### src/rtl/bus_master_port.sv
// Bus master initiator: takes one local read/write command, arbitrates, then shifts address/data LSB first.
// Optional read-data timeout enabled by defining BUS_MASTER_TIMEOUT_EN.
module bus_master_port #(
  parameter int ADDR_WIDTH     = 12,
  parameter int DATA_WIDTH     = 8,
  parameter int TIMEOUT_CYCLES = 255
) (
  input  logic                  clk,
  input  logic                  rst,
  input  logic                  cmd_valid,
  output logic                  cmd_ready,
  input  logic                  cmd_write,
  input  logic [1:0]            cmd_slave,
  input  logic [ADDR_WIDTH-1:0] cmd_addr,
  input  logic [DATA_WIDTH-1:0] cmd_wdata,
  output logic                  rsp_valid,
  output logic [DATA_WIDTH-1:0] rsp_rdata,
  output logic                  rsp_error,
  output logic                  m_request,
  output logic [1:0]            m_slave_sel,
  input  logic                  m_grant,
  output logic                  bus_out,
  output logic                  bus_out_valid,
  output logic                  bus_mode,
  input  logic                  bus_in,
  input  logic                  bus_in_valid
);

  localparam int MAXW = (ADDR_WIDTH > DATA_WIDTH) ? ADDR_WIDTH : DATA_WIDTH;
  localparam int CW   = $clog2(MAXW) + 1;
  localparam logic [CW-1:0] A_LAST  = CW'(ADDR_WIDTH - 1);
  localparam logic [CW-1:0] D_LAST  = CW'(DATA_WIDTH - 1);
  localparam logic [CW-1:0] CNT_ONE = CW'(1);

  typedef enum logic [2:0] {
    S_IDLE, S_REQ, S_ADDR, S_WDATA, S_RDATA, S_DONE
  } state_e;

  state_e                state_q, state_d;
  logic [CW-1:0]         cnt_q, cnt_d;
  logic                  write_q, write_d;
  logic [1:0]            slave_q, slave_d;
  logic [ADDR_WIDTH-1:0] addr_q, addr_d;
  logic [DATA_WIDTH-1:0] wdata_q, wdata_d;
  logic [DATA_WIDTH-1:0] rd_shift_q, rd_shift_d;
  logic [DATA_WIDTH-1:0] rsp_rdata_q, rsp_rdata_d;
  logic                  err_q, err_d;
  logic [DATA_WIDTH-1:0] rd_next;

`ifdef BUS_MASTER_TIMEOUT_EN
  localparam int TW = $clog2(TIMEOUT_CYCLES + 1);
  localparam logic [TW-1:0] T_LAST = TW'(TIMEOUT_CYCLES - 1);
  logic [TW-1:0] tmo_q, tmo_d;
`else
  // Timeout limit has no effect in this build.
  logic unused_timeout;
  assign unused_timeout = ^TIMEOUT_CYCLES;
`endif

  assign rd_next   = {bus_in, rd_shift_q[DATA_WIDTH-1:1]};
  assign rsp_rdata = rsp_rdata_q;

  always_comb begin
    state_d       = state_q;
    cnt_d         = cnt_q;
    write_d       = write_q;
    slave_d       = slave_q;
    addr_d        = addr_q;
    wdata_d       = wdata_q;
    rd_shift_d    = rd_shift_q;
    rsp_rdata_d   = rsp_rdata_q;
    err_d         = err_q;
`ifdef BUS_MASTER_TIMEOUT_EN
    tmo_d         = tmo_q;
`endif
    cmd_ready     = 1'b0;
    rsp_valid     = 1'b0;
    rsp_error     = 1'b0;
    m_request     = 1'b0;
    m_slave_sel   = 2'b00;
    bus_out       = 1'b0;
    bus_out_valid = 1'b0;
    bus_mode      = 1'b0;
    case (state_q)
      S_IDLE: begin
        cmd_ready = 1'b1;
        if (cmd_valid) begin
          write_d    = cmd_write;
          slave_d    = cmd_slave;
          addr_d     = cmd_addr;
          wdata_d    = cmd_wdata;
          rd_shift_d = '0;
          cnt_d      = '0;
          err_d      = 1'b0;
`ifdef BUS_MASTER_TIMEOUT_EN
          tmo_d      = '0;
`endif
          state_d    = S_REQ;
        end
      end
      S_REQ: begin
        m_request   = 1'b1;
        m_slave_sel = slave_q;
        if (m_grant) begin
          cnt_d   = '0;
          state_d = S_ADDR;
        end
      end
      S_ADDR, S_WDATA, S_RDATA: begin
        m_request   = 1'b1;
        m_slave_sel = slave_q;
        bus_mode    = write_q;
        // Losing grant aborts at once: nothing is driven or captured this cycle.
        if (!m_grant) begin
          err_d   = 1'b1;
          state_d = S_DONE;
        end else if (state_q == S_ADDR) begin
          bus_out_valid = 1'b1;
          bus_out       = addr_q[0];
          addr_d        = addr_q >> 1;
          cnt_d         = cnt_q + CNT_ONE;
          if (cnt_q == A_LAST) begin
            cnt_d   = '0;
            state_d = write_q ? S_WDATA : S_RDATA;
          end
        end else if (state_q == S_WDATA) begin
          bus_out_valid = 1'b1;
          bus_out       = wdata_q[0];
          wdata_d       = wdata_q >> 1;
          cnt_d         = cnt_q + CNT_ONE;
          if (cnt_q == D_LAST) begin
            cnt_d   = '0;
            state_d = S_DONE;
          end
        end else if (bus_in_valid) begin
          rd_shift_d = rd_next;
          cnt_d      = cnt_q + CNT_ONE;
`ifdef BUS_MASTER_TIMEOUT_EN
          tmo_d      = '0;
`endif
          if (cnt_q == D_LAST) begin
            cnt_d       = '0;
            rsp_rdata_d = rd_next;
            state_d     = S_DONE;
          end
        end else begin
`ifdef BUS_MASTER_TIMEOUT_EN
          tmo_d = tmo_q + TW'(1);
          if (tmo_q == T_LAST) begin
            err_d   = 1'b1;
            state_d = S_DONE;
          end
`endif
        end
      end
      S_DONE: begin
        rsp_valid = 1'b1;
        rsp_error = err_q;
        state_d   = S_IDLE;
      end
      default: state_d = S_IDLE;
    endcase
  end

  always_ff @(posedge clk) begin
    if (rst) begin
      state_q     <= S_IDLE;
      cnt_q       <= '0;
      write_q     <= 1'b0;
      slave_q     <= 2'b00;
      addr_q      <= '0;
      wdata_q     <= '0;
      rd_shift_q  <= '0;
      rsp_rdata_q <= '0;
      err_q       <= 1'b0;
`ifdef BUS_MASTER_TIMEOUT_EN
      tmo_q       <= '0;
`endif
    end else begin
      state_q     <= state_d;
      cnt_q       <= cnt_d;
      write_q     <= write_d;
      slave_q     <= slave_d;
      addr_q      <= addr_d;
      wdata_q     <= wdata_d;
      rd_shift_q  <= rd_shift_d;
      rsp_rdata_q <= rsp_rdata_d;
      err_q       <= err_d;
`ifdef BUS_MASTER_TIMEOUT_EN
      tmo_q       <= tmo_d;
`endif
    end
  end

endmodule

### config.mk
export PLATFORM = sky130hd
export DESIGN_NAME = bus_master_port
export DESIGN_NICKNAME = d
export VERILOG_FILES = /design/src/rtl/bus_master_port.sv
export SDC_FILE = /design/constraint.sdc
export NUM_CORES = 1
export LEC_CHECK = 0
export CAP_MARGIN = 30
export CORE_ASPECT_RATIO = 1.5
export CORE_MARGIN = 2
export CORE_UTILIZATION = 35
export DETAILED_ROUTE_END_ITERATION = 6
export PLACE_DENSITY = 0.6
export SKIP_CTS_REPAIR_TIMING = 1
export SYNTH_ARGS = -nofsm -noshare
export SYNTH_HDL_FRONTEND = slang
export SYNTH_SLANG_ARGS = --single-unit
### constraint.sdc
create_clock -name clk -period 2.75 [get_ports clk]
set_clock_uncertainty 0.05 [all_clocks]
set_input_delay 0.275 -clock clk [delete_from_list [all_inputs] [get_ports clk]]
set_output_delay 0.275 -clock clk [all_outputs]
set_load 0.02 [all_outputs]
==> impl_metrics.json <==
{
  "outcome": "complete, no violations",
  "seqPwrFrac_pct": 39.4,
  "ant_nets": 0,
  "power_switching_mw": 0.825,
  "ir_drop_uv": 345,
  "initial_core_util_pct": 36.0,
  "clkPwrFrac_pct": 23.6,
  "vias_per_cell": 5.43,
  "cts_max_level": 2,
  "grt_overflow": 0,
  "grt_max_degree": 35,
  "grt_first_pass_wirelength_um": 9760,
  "p_per_area_nw_per_um2": 774,
  "grt_pass1_vias": 2087,
  "clk_path_buf_depth": 2,
  "slowest_delay_ps": 620,
  "synth_edf_count": 0,
  "drt_iter0_drc": 81,
  "wire_per_inst_um": 14.6,
  "finalMaxSlewViolations": 0,
  "hold_class": "reg -> reg",
  "path_max_fanout": 14,
  "cap_violations": 0,
  "post-route-period-util_pct": 91.2,
  "layout-drive-gt1-share_pct": 8.89,
  "path_delay_family": "simple AND/OR/NAND/NOR gates",
  "slew_headroom_pct": 38.7,
  "hpwlAfterDp_um": 3900,
  "hold_ws_ps": 410,
  "ys_types": 46,
  "critPathKind": "reg -> out",
  "rsz0062_at_grt": "no",
  "num-nets-final": 344,
  "async_flop_share_pct": 0,
  "syn_nets": 303,
  "die_y_um": 104,
  "synthCells": 273,
  "cp-start-kind": "flip-flop",
  "postRouteWirelength_um": 5720,
  "setup_violations": 0,
  "ys_seq_elements": 47,
  "yosysMostFrequentCell": "dfxtp_1",
  "port_buffers": 45,
  "post-synth-top-area-fraction_pct": 40.3,
  "syn_to_final_growth_pct": 27.1,
  "drc_errors": 0,
  "fin_crit_ps": 2510,
  "crit_arrival_ps": 2180,
  "rows": 36,
  "antenna_found_initial": 0,
  "clock-sinks": 47,
  "globalplace.congestion": 0.778,
  "intPower_mw": 1.47,
  "cp-end-kind": "primary output",
  "netlist_area_sq_um": 2330,
  "grt_use_total_pct": 16.1,
  "worst_pin_slew_ps": 913,
  "synth_warnings": 0,
  "crit_slowest_cell": "dfxtp_1",
  "crit_chain": "nor2b_1, nand2_1, nor2_1, clkdlybuf4s50_1",
  "comb_power_share_pct": 37.1,
  "switching_share_pct": 35.9,
  "ios": 46,
  "die_w_um": 70.7,
  "crit_buf_inv": 1,
  "finalSetupTns_ps": 0,
  "final_hold_viol_count": 0,
  "yosys-top-cells-count": "dfxtp_1 (47), nor2_1 (28), nand3_1 (27)",
  "synth_area_per_cell_sq_um": 8.55,
  "synth_top_area_cell": "dfxtp_1",
  "cts_buffers": 5,
  "clk_latency_ps": 300,
  "coreArea_sq_um": 6490,
  "seq_area_frac_synth_pct": 40.3,
  "insertedDiodeCount": 0,
  "root_buffer": "clkbuf_8",
  "drtPass1Iterations": 4,
  "n_fill_cell": 659,
  "leakage_nw": 1.04,
  "synthTopCellsByArea": "dfxtp_1 (40%), mux2i_1 (9.0%), a311oi_1 (6.8%)",
  "cts_tree": "done",
  "synth_flop_cell": "dfxtp_1",
  "crit_required_ps": 2420,
  "vias": 2123,
  "clk_pin_slew_ps": 90,
  "die_area_sq_um": 7350,
  "max_freq_mhz": 399
}
[metrics by stage]
| step | instance area [sq um] | worst slack [ps] | power [mW] | utilization (%) | cells |
|---|---|---|---|---|---|
| floorplan | 2330 | 796 | 1.52 | - | 273 |
| global placement | 2840 | 536 | 1.76 | 43.8 | 383 |
| detailed placement | 2840 | 513 | 1.76 | 43.8 | 383 |
| CTS | 2960 | 128 | 2.31 | 45.7 | 391 |
| global route | 2970 | 88.6 | 2.45 | 45.7 | 391 |
| finish | 2970 | 241 | 2.29 | 45.7 | 391 |
[power groups by stage]
stage	registers (mW)	logic, mW	clock network, mW
after global routing	0.923	0.943	0.583
after CTS	0.901	0.853	0.560
final	0.903	0.850	0.541
after floorplan	0.867	0.655	0
after detailed placement	0.916	0.847	0
after global placement	0.915	0.846	0
[layout make-up]
cell class	instances	area (sq um)	area share [%]
Inverter	7	26.3	0.886
Timing Repair Buffer	55	526	17.7
Tap cell	76	95.1	3.21
Multi-Input combinational cell	198	1250	42.3
Clock inverter	2	38.8	1.31
Sequential cell	47	942	31.8
Clock buffer	6	82.6	2.78
[worst reg2reg max path: stages (launching register included)]
cell	delay, ps
dfxtp_1	380
ha_1	240
or4bb_1	580
nor3_4	520
mux2i_1	260
nor2_1	50
[metal layers]
metal | track usage (%) | routed length (um) | vias up
met2 | 27.0 | 2700 | 66
met1 | 20.1 | 2580 | 970
met5 | 0 | 0 | -
met4 | 5.39 | 77 | 0
met3 | 3.68 | 365 | 9
li1 | - | - | 1078
[flip-flops by register name (all words and copies together) (netlist names)]
name and count:
addr_q 12, rsp_rdata 8, wdata_q 8, rd_shift_q 7, cnt_q 5, state_q 3, slave_q 2, err_q 1
write_q 1
[logic make-up after synthesis]
kind of cell	after synthesis	synth area share, %
multiplexers	22	9.49
XOR/XNOR	1	0.375
AND/OR/NAND/NOR	110	24.2
adder cells (fa/ha/maj)	1	0.536
flip-flops	47	40.3
AO/OA/AOI/OAI	64	18.9
buffers and inverters	28	6.11
[path summary, 6_finish.rpt]
kind,from,to,slack [ps],depth (start not counted)
setup / recovery,state_q[1]$_SDFFE_PP0P_,bus_out,240,4
hold / removal,rd_shift_q[1]$_SDFFE_PP0P_,rd_shift_q[1]$_SDFFE_PP0P_,410,2
setup reg to reg,cnt_q[0]$_SDFFE_PP0P_,rsp_rdata[6]$_SDFFE_PP0P_,570,5
hold reg to reg,rd_shift_q[1]$_SDFFE_PP0P_,rd_shift_q[1]$_SDFFE_PP0P_,410,2
[layout by cell type (no fill, tap or decap), types with 2 or more instances in the layout]
cell	synthesis	routed
a21oi_1	22	22
a311oi_1	18	18
a31oi_1	5	5
and2_1	3	3
and3_1	2	2
buf_4	2	10
clkbuf_8	0	6
clkdlybuf4s50_1	0	45
dfxtp_1	47	46
inv_1	7	7
mux2i_1	21	21
nand2_1	24	24
nand2b_1	4	4
nand3_1	27	27
nor2_1	28	28
nor2b_1	3	3
nor3_1	5	4
nor3b_1	2	2
o2111ai_1	3	3
o21ai_0	2	2
o21ai_1	3	3
o22ai_1	2	2
or4bb_1	2	2
No activity file was read; power rests on OpenSTA's default activity.
